$ cat src/rtl/prog_mem_arbiter.sv
// prog_mem_arbiter: shares the 1024x18 synchronous program memory between the
// CPU fetch path and a debug/loader port. At most one access is granted per
// cycle, and the one-cycle-latency read data is routed back to whoever issued it.
//
// Ports
//   i_clk, i_rst        clock, asynchronous active-high reset
//   i_cpu_req/addr      fetch request and address
//   o_cpu_gnt           fetch accepted this cycle (combinational)
//   o_cpu_valid/ir      fetched word (bypass when valid, else last word held)
//   i_dbg_hold          blocks all CPU grants while high
//   i_dbg_req/we/addr/wdata  debug read/write request
//   o_dbg_ack           debug access accepted this cycle (combinational)
//   o_dbg_rvalid/rdata  debug read word (bypass when valid, else last word held)
//   o_mem_addr/we/wdata memory request, driven combinationally by the winner
//   i_mem_rdata         memory read data, one cycle after the address
//   o_stall_cnt         saturating count of denied CPU request cycles
module prog_mem_arbiter #(
   parameter  int unsigned STARVE_MAX = 4,
   localparam int unsigned AW         = 10,
   localparam int unsigned DW         = 18,
   localparam int unsigned SW         = 4,
   localparam int unsigned CW         = 16
) (
   input  logic          i_clk,
   input  logic          i_rst,
   input  logic          i_cpu_req,
   input  logic [AW-1:0] i_cpu_addr,
   output logic          o_cpu_gnt,
   output logic          o_cpu_valid,
   output logic [DW-1:0] o_cpu_ir,
   input  logic          i_dbg_hold,
   input  logic          i_dbg_req,
   input  logic          i_dbg_we,
   input  logic [AW-1:0] i_dbg_addr,
   input  logic [DW-1:0] i_dbg_wdata,
   output logic          o_dbg_ack,
   output logic          o_dbg_rvalid,
   output logic [DW-1:0] o_dbg_rdata,
   output logic [AW-1:0] o_mem_addr,
   output logic          o_mem_we,
   output logic [DW-1:0] o_mem_wdata,
   input  logic [DW-1:0] i_mem_rdata,
   output logic [CW-1:0] o_stall_cnt
);

   // Owner of the read data arriving in the current cycle.
   typedef enum logic [1:0] {
      OWN_NONE = 2'd0,
      OWN_CPU  = 2'd1,
      OWN_DBG  = 2'd2
   } own_e;

   own_e          r_rd_own;
   own_e          w_rd_own_nxt;
   logic [SW-1:0] r_starve;
   logic [SW-1:0] w_starve_nxt;
   logic [CW-1:0] r_stall_cnt;
   logic [CW-1:0] w_stall_nxt;
   logic [DW-1:0] r_cpu_hold;
   logic [DW-1:0] r_dbg_hold;
   logic          w_cpu_win;
   logic          w_dbg_win;
   logic          w_starved;

   assign w_starved = (r_starve == SW'(STARVE_MAX));

   // State register: read-return owner, starvation and stall counters.
   always_ff @(posedge i_clk or posedge i_rst) begin
      if (i_rst) begin
         r_rd_own    <= OWN_NONE;
         r_starve    <= '0;
         r_stall_cnt <= '0;
      end else begin
         r_rd_own    <= w_rd_own_nxt;
         r_starve    <= w_starve_nxt;
         r_stall_cnt <= w_stall_nxt;
      end
   end

   // Grant priority, next owner tag and counter updates.
   always_comb begin
      w_cpu_win    = 1'b0;
      w_dbg_win    = 1'b0;
      w_rd_own_nxt = OWN_NONE;
      w_starve_nxt = '0;
      w_stall_nxt  = r_stall_cnt;

      // Grants are gated by reset so nothing reaches memory while it is held.
      if (!i_rst) begin
         if (i_dbg_req && (i_dbg_hold || w_starved)) begin
            w_dbg_win = 1'b1;
         end else if (i_cpu_req && !i_dbg_hold) begin
            w_cpu_win = 1'b1;
         end else if (i_dbg_req) begin
            w_dbg_win = 1'b1;
         end
      end

      // Debug writes complete at the grant edge and return nothing.
      if (w_cpu_win) begin
         w_rd_own_nxt = OWN_CPU;
      end else if (w_dbg_win && !i_dbg_we) begin
         w_rd_own_nxt = OWN_DBG;
      end

      // Starvation counts only consecutive denied debug cycles.
      if (i_dbg_req && !w_dbg_win) begin
         w_starve_nxt = w_starved ? r_starve : r_starve + SW'(1);
      end

      if (i_cpu_req && !w_cpu_win && (r_stall_cnt != '1)) begin
         w_stall_nxt = r_stall_cnt + CW'(1);
      end
   end

   // Hold registers capture the returned word at the edge closing its valid cycle.
   always_ff @(posedge i_clk or posedge i_rst) begin
      if (i_rst) begin
         r_cpu_hold <= '0;
         r_dbg_hold <= '0;
      end else begin
         if (r_rd_own == OWN_CPU) r_cpu_hold <= i_mem_rdata;
         if (r_rd_own == OWN_DBG) r_dbg_hold <= i_mem_rdata;
      end
   end

   assign o_cpu_gnt    = w_cpu_win;
   assign o_dbg_ack    = w_dbg_win;
   assign o_mem_addr   = w_dbg_win ? i_dbg_addr : i_cpu_addr;
   assign o_mem_we     = w_dbg_win & i_dbg_we;
   assign o_mem_wdata  = i_dbg_wdata;
   assign o_cpu_valid  = (r_rd_own == OWN_CPU);
   assign o_dbg_rvalid = (r_rd_own == OWN_DBG);
   assign o_cpu_ir     = o_cpu_valid  ? i_mem_rdata : r_cpu_hold;
   assign o_dbg_rdata  = o_dbg_rvalid ? i_mem_rdata : r_dbg_hold;
   assign o_stall_cnt  = r_stall_cnt;

endmodule

$ cat config.mk
export PLATFORM = sky130hd
export DESIGN_NAME = prog_mem_arbiter
export DESIGN_NICKNAME = d
export VERILOG_FILES = /design/src/rtl/prog_mem_arbiter.sv
export SDC_FILE = /design/constraint.sdc
export NUM_CORES = 1
export LEC_CHECK = 0
export CORE_ASPECT_RATIO = 1.75
export CORE_MARGIN = 1
export CORE_UTILIZATION = 42
export CTS_BUF_LIST = sky130_fd_sc_hd__clkbuf_16
export DETAILED_ROUTE_END_ITERATION = 7
export MAX_ROUTING_LAYER = met4
export PLACE_DENSITY = 0.86
export SKIP_LAST_GASP = 1
export SLEW_MARGIN = 10
export SYNTH_ARGS = -nofsm -noshare
export SYNTH_HDL_FRONTEND = slang
export SYNTH_SLANG_ARGS = --single-unit
$ cat constraint.sdc
create_clock -name i_clk -period 4.49 [get_ports i_clk]
set_input_delay 0.898 -clock i_clk [delete_from_list [all_inputs] [get_ports i_clk]]
set_output_delay 0.898 -clock i_clk [all_outputs]
set_load 0.02 [all_outputs]
==> run metrics <==
Slew Limit Fails=0; post-layout minimum cycle time=3910 ps; worst vdd ir=between 0.3 and 0.4 mV; Syn Inst Count=216; layout cell share with drive strength beyond 1=0.192; die area=6910 um2; commonest register cell after synthesis=dfrtp_1; row count=38; Total GRT Usage=0.197; Bufs and invs on worst path=3; vias per cell=approximately 5.1; postcts setup bufs=0; cts bufs inserted=9; Port Buffers=110; die width=63.3 um; leakage=1.71 nW; CP peak stage delay=540 ps; Slowest-stage cell, CP=clkdlybuf4s50_1; Setup crit start=i_dbg_hold; Tightest Hold Check Type=flop to flop; first-pass GRT wire length=9940 um; Most common cell on crit path=clkdlybuf4s50_1; clk sink count=58; relative slew slack=0.356; initial antenna violation count=0; FF-to-FF End=o_stall_cnt[12]; Top Ports=around 150; Synth async-reset ratio=1.00; top cell type's share of synthesized area=0.526; R2R Setup Slk=2490 ps; CTS Buffer Depth=2; Syn Area/Cell=12.8 um2; maximum clock frequency=256 MHz; Startpoint Class=input pin; DR pass1 iterations=6; MaxCap Viol Count=0; PwrDens=458 nW/um2; Hold-fix buffers, CTS=0; mapped cell area=2760 um2; Net Count, Synth=281; crit-path leading delay family=buffers and inverters; Post-synth EDFFs=0; CP Capture Type=primary output; R2R depth=6; Crit path required time=3590 ps; root buffer cell=clkbuf_16; Final Wtd Congestion=about 0.75; clock-pin slew on the worst setup and hold paths=50 ps; Die H=109 um; Setup WS post-layout=576 ps; fin crit share=0.872; vias in the first global route=about 2.1k; CTS tree=yes; pre-CTS setup slack=~560 ps; H-tree depth=3; r2r startpoint=r_starve[0]; # DRC=0; later-pin clock latency in the skew report=320 ps; WL final=around 6100 um; worst-path maximum fanout=12; top cells by count, synth=dfrtp_1 (58), mux2_2 (41), buf_4 (19); Hold Crit Start=r_cpu_hold[9]; clk_skew=5.62 ps; Area contributors post-synth=dfrtp_1 (53%), mux2_2 (17%), buf_4 (5.2%), mux2_1 (3.3%), xnor2_1 (2.9%); Setup Viol. Count Final=0; post-route ant nets=0; RSZ-0062 raised after global routing=false; CP Class=input pin to primary output; top-count cell post-synth=dfrtp_1; initial cell density of the core=0.440; post-DR wirelength/cell=15.3 um; Yosys Warn Count=0; diodes inserted=0; post-CTS sizing=0; post-layout util=0.643; crit path DAT=3020 ps; core area=6280 um2; crit path capture=o_mem_addr[0]; initial DRC count=61; pin count of the biggest net entering global routing=61; instance count on the critical path=6; setup TNS=0 ps; nets=379; fill count=roughly 530; Seq/Total Area, Yosys=0.526; Synth cell types=36; total power=1.85 mW; vias=2,010; Hold Vio Cnt, Final=0; hpwl dp=approximately 4500 um; GR Overflow Total=0; area delta synth->final=46.3%; status=finished clean; leading area contributor after synthesis=dfrtp_1; worst-margin pin slew=965 ps; crit-path cells=clkdlybuf4s50_1, inv_1, a31oi_1, and2_1, mux2_2, clkdlybuf4s50_1; Yosys reg bits=58
==> per-stage QoR <==
stage / instances / hold slack, ps / instance area [um2]
after detailed placement: 383 / 481 / 3790
after global placement: 383 / 477 / 3790
after global routing: 397 / 505 / 4040
after CTS: 397 / 491 / 4040
after floorplan: 216 / 510 / 2760
final: 397 / 488 / 4040
==> cell usage in the layout (no fill, tap or decap), drive strengths merged, types with 3 or more instances in the layout <==
cell type | synthesis | final
nand4 | 8 | 8
nand2 | 6 | 6
dfrtp | 58 | 58
nand3 | 6 | 6
and3 | 8 | 8
xnor2 | 9 | 9
nor2b | 3 | 3
nor3 | 3 | 3
xor2 | 4 | 4
a21oi | 3 | 3
ha | 3 | 3
clkbuf | 0 | 9
clkdlybuf4s50 | 0 | 110
mux2 | 50 | 50
nor2 | 5 | 5
inv | 7 | 11
==> where the power goes <==
group	internal [mW]	leakage [nW]	total, mW	switching [mW]
Clock	0.354	0.134	0.553	0.199
Combinational	0.320	0.857	0.606	0.286
Sequential	0.628	0.717	0.689	0.0607
Total	1.30	1.71	1.85	0.546
==> how the worst min path moves through the flow <==
stage                                end  slack [ps]  cells past startpoint
after detailed placement   r_cpu_hold[9]         480                      1
after global placement    r_cpu_hold[12]         480                      1
final                      r_cpu_hold[9]         490                      1
after global routing       r_cpu_hold[5]         510                      1
after floorplan              r_starve[3]         510                      2
after CTS                  r_cpu_hold[9]         490                      1
==> area by class of cell <==
type,instances,area [um2],area share
clock buffer,9,225,0.0558
clock inverter,5,18.8,0.00465
inverter,7,26.3,0.00651
multi-input combinational,126,1100,0.272
sequential,58,1450,0.359
tap,80,100,0.0248
timing repair buffer,112,1120,0.276
==> cell families (layout without fill, tap and decap cells) <==
family | count (synthesis) | after routing | share of synthesized area
and+or+nand+nor | 52 | 52 | 0.119
muxes | 51 | 51 | 0.209
DFF | 58 | 58 | 0.526
buffers and inverters | 32 | 133 | 0.0762
xor gates and xnor gates | 13 | 13 | 0.0413
adders and majority gates | 3 | 3 | 0.0136
AOI/OAI and AO/OA | 7 | 7 | 0.0150
==> per-layer routing <==
| layer | part of all wire | wire, um | vias to the layer above | global-route usage |
|---|---|---|---|---|
| li1 | - | - | 937 | - |
| met1 | 0.38 | 2280 | 965 | 0.197 |
| met2 | 0.54 | 3290 | 97 | 0.349 |
| met3 | 0.061 | 370 | 11 | 0.0565 |
| met4 | 0.019 | 116 | 0 | 0.0974 |
| met5 | 0 | 0 | - | - |
==> registers in the layout (all words and copies together), names as in the netlist <==
signal,cells
r_cpu_hold,18
o_stall_cnt,16
r_starve,4
r_dbg_hold,18
r_rd_own,2
Power figures use the tool's default switching activity.
